===== src/rtl/matrix_pkg.sv =====
// Shared types and constants for the matrix calculation core.
// Element addresses are row-major with a fixed stride of MAX_DIM.
package matrix_pkg;

   localparam int MAX_DIM = 5;
   localparam int DATA_W  = 8;
   localparam int ACC_W   = 20;
   localparam int ADDR_W  = 5;
   localparam int IDX_W   = 3;
   localparam int DIM_W   = 8;

   localparam logic OP_ADD = 1'b0;
   localparam logic OP_MUL = 1'b1;

   typedef enum logic [2:0] {
      S_IDLE,
      S_RD_A,
      S_RD_B,
      S_ACC,
      S_WR,
      S_DONE
   } state_e;

   function automatic logic [ADDR_W-1:0] elem_addr(
      input logic [IDX_W-1:0] row,
      input logic [IDX_W-1:0] col
   );
      logic [ADDR_W-1:0] r;
      logic [ADDR_W-1:0] c;
      r = ADDR_W'(row);
      c = ADDR_W'(col);
      return r * ADDR_W'(MAX_DIM) + c;
   endfunction

   function automatic logic dim_bad(input logic [DIM_W-1:0] d);
      return (d == '0) || (d > DIM_W'(MAX_DIM));
   endfunction

endpackage


===== src/rtl/matrix_calc_core_mac_unit.sv =====
// Combinational accumulate step: acc plus either a+b or a*b.
// Terms are zero-extended so the sum wraps modulo 2^ACC_W.
module mac_unit
   import matrix_pkg::*;
#(
   parameter int D_W = DATA_W,
   parameter int A_W = ACC_W
) (
   input  logic           op,
   input  logic [D_W-1:0] a,
   input  logic [D_W-1:0] b,
   input  logic [A_W-1:0] acc_in,
   output logic [A_W-1:0] acc_out
);

   logic [D_W:0]     sum;
   logic [2*D_W-1:0] prod;
   logic [A_W-1:0]   term;

   always_comb begin
      sum  = {1'b0, a} + {1'b0, b};
      prod = a * b;
      if (op == OP_ADD) begin
         term = A_W'(sum);
      end else begin
         term = A_W'(prod);
      end
      acc_out = acc_in + term;
   end

endmodule


===== src/rtl/matrix_calc_core.sv =====
// Matrix add/multiply engine: reads A and B through a 1-cycle read port,
// accumulates each result element and writes it to the result store.
module matrix_calc_core
   import matrix_pkg::*;
(
   input  logic              clk,
   input  logic              rst,
   input  logic              calc_start,
   input  logic              calc_abort,
   input  logic              op_code,
   input  logic [DIM_W-1:0]  matA_row,
   input  logic [DIM_W-1:0]  matA_col,
   input  logic [DIM_W-1:0]  matB_row,
   input  logic [DIM_W-1:0]  matB_col,
   output logic              rd_sel,
   output logic [ADDR_W-1:0] rd_addr,
   input  logic [DATA_W-1:0] rd_data,
   output logic              wr_en,
   output logic [ADDR_W-1:0] wr_addr,
   output logic [ACC_W-1:0]  wr_data,
   output logic [DIM_W-1:0]  res_row,
   output logic [DIM_W-1:0]  res_col,
   output logic              busy,
   output logic              calc_done,
   output logic              calc_err
);

   state_e             state_q, state_d;
   logic               start_q, start_d;
   logic               op_q, op_d;
   logic               err_q, err_d;
   logic [IDX_W-1:0]   r_q, r_d;
   logic [IDX_W-1:0]   c_q, c_d;
   logic [IDX_W-1:0]   kmax_q, kmax_d;
   logic [IDX_W-1:0]   i_q, i_d;
   logic [IDX_W-1:0]   j_q, j_d;
   logic [IDX_W-1:0]   k_q, k_d;
   logic [DATA_W-1:0]  a_reg_q, a_reg_d;
   logic [ACC_W-1:0]   acc_q, acc_d;
   logic [DIM_W-1:0]   res_row_q, res_row_d;
   logic [DIM_W-1:0]   res_col_q, res_col_d;
   logic [ACC_W-1:0]   mac_out;
   logic               start_edge;
   logic               reject;

   mac_unit u_mac (
      .op      (op_q),
      .a       (a_reg_q),
      .b       (rd_data),
      .acc_in  (acc_q),
      .acc_out (mac_out)
   );

   assign start_edge = calc_start && !start_q && (state_q == S_IDLE);

   always_comb begin
      reject = 1'b0;
      if (op_code == OP_MUL) begin
         reject = dim_bad(matA_row) || dim_bad(matA_col) ||
                  dim_bad(matB_row) || dim_bad(matB_col) ||
                  (matA_col != matB_row);
      end else begin
         reject = dim_bad(matA_row) || dim_bad(matA_col) ||
                  (matA_row != matB_row) ||
                  (matA_col != matB_col);
      end
   end

   always_comb begin
      state_d   = state_q;
      start_d   = calc_start;
      op_d      = op_q;
      err_d     = err_q;
      r_d       = r_q;
      c_d       = c_q;
      kmax_d    = kmax_q;
      i_d       = i_q;
      j_d       = j_q;
      k_d       = k_q;
      a_reg_d   = a_reg_q;
      acc_d     = acc_q;
      res_row_d = res_row_q;
      res_col_d = res_col_q;

      unique case (state_q)
         S_IDLE: begin
            if (start_edge) begin
               op_d      = op_code;
               err_d     = reject;
               r_d       = matA_row[IDX_W-1:0];
               res_row_d = matA_row;
               i_d       = '0;
               j_d       = '0;
               k_d       = '0;
               acc_d     = '0;
               if (op_code == OP_MUL) begin
                  c_d       = matB_col[IDX_W-1:0];
                  kmax_d    = matA_col[IDX_W-1:0];
                  res_col_d = matB_col;
               end else begin
                  c_d       = matA_col[IDX_W-1:0];
                  kmax_d    = IDX_W'(1);
                  res_col_d = matA_col;
               end
               state_d = reject ? S_DONE : S_RD_A;
            end
         end
         S_RD_A: state_d = S_RD_B;
         S_RD_B: begin
            a_reg_d = rd_data;
            state_d = S_ACC;
         end
         S_ACC: begin
            acc_d   = mac_out;
            k_d     = k_q + IDX_W'(1);
            state_d = (k_q == kmax_q - IDX_W'(1)) ? S_WR : S_RD_A;
         end
         S_WR: begin
            acc_d = '0;
            k_d   = '0;
            if (j_q == c_q - IDX_W'(1)) begin
               j_d = '0;
               if (i_q == r_q - IDX_W'(1)) begin
                  state_d = S_DONE;
               end else begin
                  i_d     = i_q + IDX_W'(1);
                  state_d = S_RD_A;
               end
            end else begin
               j_d     = j_q + IDX_W'(1);
               state_d = S_RD_A;
            end
         end
         S_DONE: state_d = S_IDLE;
         default: state_d = S_IDLE;
      endcase

      // abort wins over every other transition
      if (calc_abort && (state_q != S_IDLE)) begin
         state_d = S_IDLE;
         acc_d   = '0;
         k_d     = '0;
      end
   end

   always_ff @(posedge clk or posedge rst) begin
      if (rst) begin
         state_q   <= S_IDLE;
         start_q   <= 1'b0;
         op_q      <= 1'b0;
         err_q     <= 1'b0;
         r_q       <= '0;
         c_q       <= '0;
         kmax_q    <= '0;
         i_q       <= '0;
         j_q       <= '0;
         k_q       <= '0;
         a_reg_q   <= '0;
         acc_q     <= '0;
         res_row_q <= '0;
         res_col_q <= '0;
      end else begin
         state_q   <= state_d;
         start_q   <= start_d;
         op_q      <= op_d;
         err_q     <= err_d;
         r_q       <= r_d;
         c_q       <= c_d;
         kmax_q    <= kmax_d;
         i_q       <= i_d;
         j_q       <= j_d;
         k_q       <= k_d;
         a_reg_q   <= a_reg_d;
         acc_q     <= acc_d;
         res_row_q <= res_row_d;
         res_col_q <= res_col_d;
      end
   end

   always_comb begin
      rd_sel  = (state_q == S_RD_B);
      rd_addr = '0;
      if (state_q == S_RD_A) begin
         rd_addr = (op_q == OP_MUL) ? elem_addr(i_q, k_q) : elem_addr(i_q, j_q);
      end else if (state_q == S_RD_B) begin
         rd_addr = (op_q == OP_MUL) ? elem_addr(k_q, j_q) : elem_addr(i_q, j_q);
      end
      wr_en     = (state_q == S_WR);
      wr_addr   = wr_en ? elem_addr(i_q, j_q) : '0;
      wr_data   = wr_en ? acc_q : '0;
      res_row   = res_row_q;
      res_col   = res_col_q;
      busy      = (state_q != S_IDLE);
      calc_done = (state_q == S_DONE);
      calc_err  = (state_q == S_DONE) && err_q;
   end

endmodule


===== config.mk =====
export PLATFORM = sky130hd
export DESIGN_NAME = matrix_calc_core
export DESIGN_NICKNAME = d
export VERILOG_FILES = /design/src/rtl/matrix_pkg.sv /design/src/rtl/matrix_calc_core_mac_unit.sv /design/src/rtl/matrix_calc_core.sv
export SDC_FILE = /design/constraint.sdc
export NUM_CORES = 1
export LEC_CHECK = 0
export ABC_AREA = 1
export CAP_MARGIN = 20
export CORE_UTILIZATION = 25
export DETAILED_ROUTE_END_ITERATION = 10
export DONT_BUFFER_PORTS = 1
export GPL_ROUTABILITY_DRIVEN = 0
export MAX_ROUTING_LAYER = met4
export PLACE_DENSITY_LB_ADDON = 0.1
export SYNTH_ARGS = -nofsm -noshare
export SYNTH_HDL_FRONTEND = slang
export SYNTH_SLANG_ARGS = --single-unit
export TNS_END_PERCENT = 10

===== constraint.sdc =====
create_clock -name clk -period 5.2 [get_ports clk]
set_input_delay 1.56 -clock clk [delete_from_list [all_inputs] [get_ports clk]]
set_output_delay 1.56 -clock clk [all_outputs]
set_load 0.01 [all_outputs]

==> flow_summary.ini <==
[yosys]
synth_edf_count = 0
netlist_instances = 1114
syn-num-nets = 1282
async_reset_ff_share_pct = 100
synth_simple_gate_area_share_pct = 26.3
yosys.area.top_type = dfrtp_1
synth_cell_types = 45
synth_fa_ha_area_share_pct = 24.4
synth_top_family_by_area = simple AND/OR/NAND/NOR gates
synth_area_leaders = dfrtp_1, nand2_1, ha_1
ys_seq_area_share_pct = 20.5
synth_xor_area_share_pct = 3.93
yosys_warnings = 0
synth-compound-area-share_pct = 12.6
synth_ff_type = dfrtp_1
avgSynthCellArea_sq_um = 6.80
muxShareOfSynthArea_pct = 0
synth-seq-cells = 62
syn-cell-area_sq_mm = 0.00758
yosysTopAreaCellShare_pct = 20.5

[job]
maxCapViolations = 0

[clock_tree]
hold_buffers = 0
clk_pin_slew_ns = 0.06
cts_tree = built
clock_latency_ns = 0.36
cts_buffers = 9
cts.sink_count = 62
cts_buffer_depth = 2
root_buffer = clkbuf_16
cts_htree_levels = 3

[place]
detailedPlace.worstSlack_ns = -1.22
io_buffers = 0
dp_hpwl_um = 19400

[setup_path]
critPathLaunchType = primary input
slowest_stage = fa_1
max_stage_delay_ns = 0.53
crit_top_cell = fa_1
path_cells = ha_2 > fa_1 > fa_2 > fa_1 > inv_1 > fa_1 > inv_1 > ha_4 > a21oi_4 > o21ai_4 > a21o_1 > xnor2_1 > nor2_1 > ha_4 > a21oi_1 > o21ai_2 > a21oi_1 > nand4_1 > nand3_1 > nand2_1
critical_path_class = primary input to flip-flop
crit_required_ns = 5.44
critPathMaxFanout = 9
cp_top_family = adder cells
critPathBufInv = 2
worstPathArrival_ns = 5.94
worstSetupEndpointType = flip-flop

[finish]
mostFrequentLayoutCell = nand2_1
final_cell_mix = nand2_1, inv_1, nor2_1, buf_4, ha_1
syn2layout_area_growth_pct = 22.9
fillers = 3271
nets = 1340
diodes = 0
drive_gt1_share_pct = 18.3

[global_route]
grt_pass1_wl_um = 39700
grt_max_degree = 39
track_usage_pct = 17.0
antenna_found_initial = 0
grt_pass1_vias = 7424
grt-ovfl-total = 0

[routing]
routed_wl_um = 24200
drt_iter0_drc = 291
drc = 0
drtPass1Iterations = 4
ant_nets = 0
viasPerCell = 4.46
wire_per_inst_um = 15.4
via_count = 6983

[timing]
max_freq_ghz = 0.175
setup_violations = 13
period_needed_ns = 5.70
setup_ws_ns = -0.503
post-route-period-util_pct = 110
worst_slew_pin_slew_ns = 0.818
fin_worst_skew_ns = 0.0210
rsz0062_at_grt = true
max_slew_margin_pct = 45.1
finalMaxSlewViolations = 0
hold_viol_final = 0

[floorplanning]
num_rows = 63
dieWidth_um = 176
die_h_um = 176
core_area_sq_mm = 0.0297
ios = 96
die_area_sq_mm = 0.0310
start_util_pct = 25.5

[status]
violations = setup timing
outcome = finished with violations

[min_path]
hp-class = flip-flop to flip-flop
## per-stage QoR
step | util (%) | setup TNS [ns] | hold slack, ns | area, sq um | cells
2_1_floorplan | - | -8.21 | 0.471 | 7710 | 1114
3_3_place_gp | 28.9 | -13.70 | 0.500 | 8580 | 1547
3_5_place_dp | 28.9 | -14.17 | 0.509 | 8580 | 1547
4_1_cts | 30.8 | -5.51 | 0.521 | 9140 | 1566
5_1_grt | 31.3 | -8.68 | 0.566 | 9310 | 1567
6_report | 31.3 | -5.15 | 0.510 | 9310 | 1567
## Yosys cell counts, drive strengths merged, types with 2 or more instances
master,instances
dfrtp,62
xor2,18
or2,3
ha,82
clkbuf,20
a21oi,59
nor4,2
nor3,7
o22ai,5
nand3,44
nor2,107
nand2,296
o21a,2
nand4,16
buf,11
and2,3
xnor2,16
nand3b,3
o31ai,2
o21ai,80
a21o,4
a31oi,6
inv,212
o211ai,5
a22o,2
fa,41
## area by class of cell
class	instances	area [sq um]	share of cell area, %
repair buffers	78	601	6.45
inverters	212	798	8.57
well taps	390	488	5.24
clock buffers	9	225	2.42
clock inverters	7	47.5	0.510
multi-input cells	809	5600	60.2
flip-flops and latches	62	1550	16.7
## timing repair
action	in CTS	in global routing
cloned	0	0
setup buffers	3	1
pin swaps	48	38
gates resized for setup	67	41
endpoints found under the hold margin	0	0
endpoints found under the setup margin	14	14
## worst paths after layout
| check | startpoint | end | slack (ns) | cells after the start |
|---|---|---|---|---|
| worst min-delay path | acc_q[19] | acc_q[19] | 0.51 | 2 |
| max in group asynchronous | rst | a_reg_q[2] | 3.00 | 2 |
| min in group asynchronous | rst | res_row[4] | 1.17 | 1 |
| worst max register to register | a_reg_q[3] | acc_q[18] | 0.08 | 22 |
| worst min register to register | acc_q[19] | acc_q[19] | 0.51 | 2 |
| worst max-delay path | rd_data[4] | acc_q[18] | -0.50 | 20 |
## cell families after synthesis
family / Yosys count
simple gates: 481
fa+ha+maj: 123
compound gates: 171
xor+xnor: 34
flops: 62
buf+inv: 243
## metal layers
metal  GRT usage (%)  part of all wire (%)  vias up
met3            2.95                   3.2       11
li1                -                     -     3620
met4            3.51                  0.83        0
met1            21.9                    49     3270
met2            27.7                    47       82
met5               -                     0        -
## registers in the layout (all words and copies together) (netlist names), 2 cells and up
name,flops
r_q,2
acc_q,20
j_q,3
i_q,3
k_q,3
a_reg_q,8
res_row,6
res_col,6
kmax_q,3
state_q,3
c_q,2
## worst min-delay path, delay by kind of cell (launching register included)
kind	cells	cell delay, ns
flops	1	0.36
simple gates	2	0.12
Power is not shown: default switching activity piles up to over one toggle a cycle in this logic, so the estimate is an artifact.
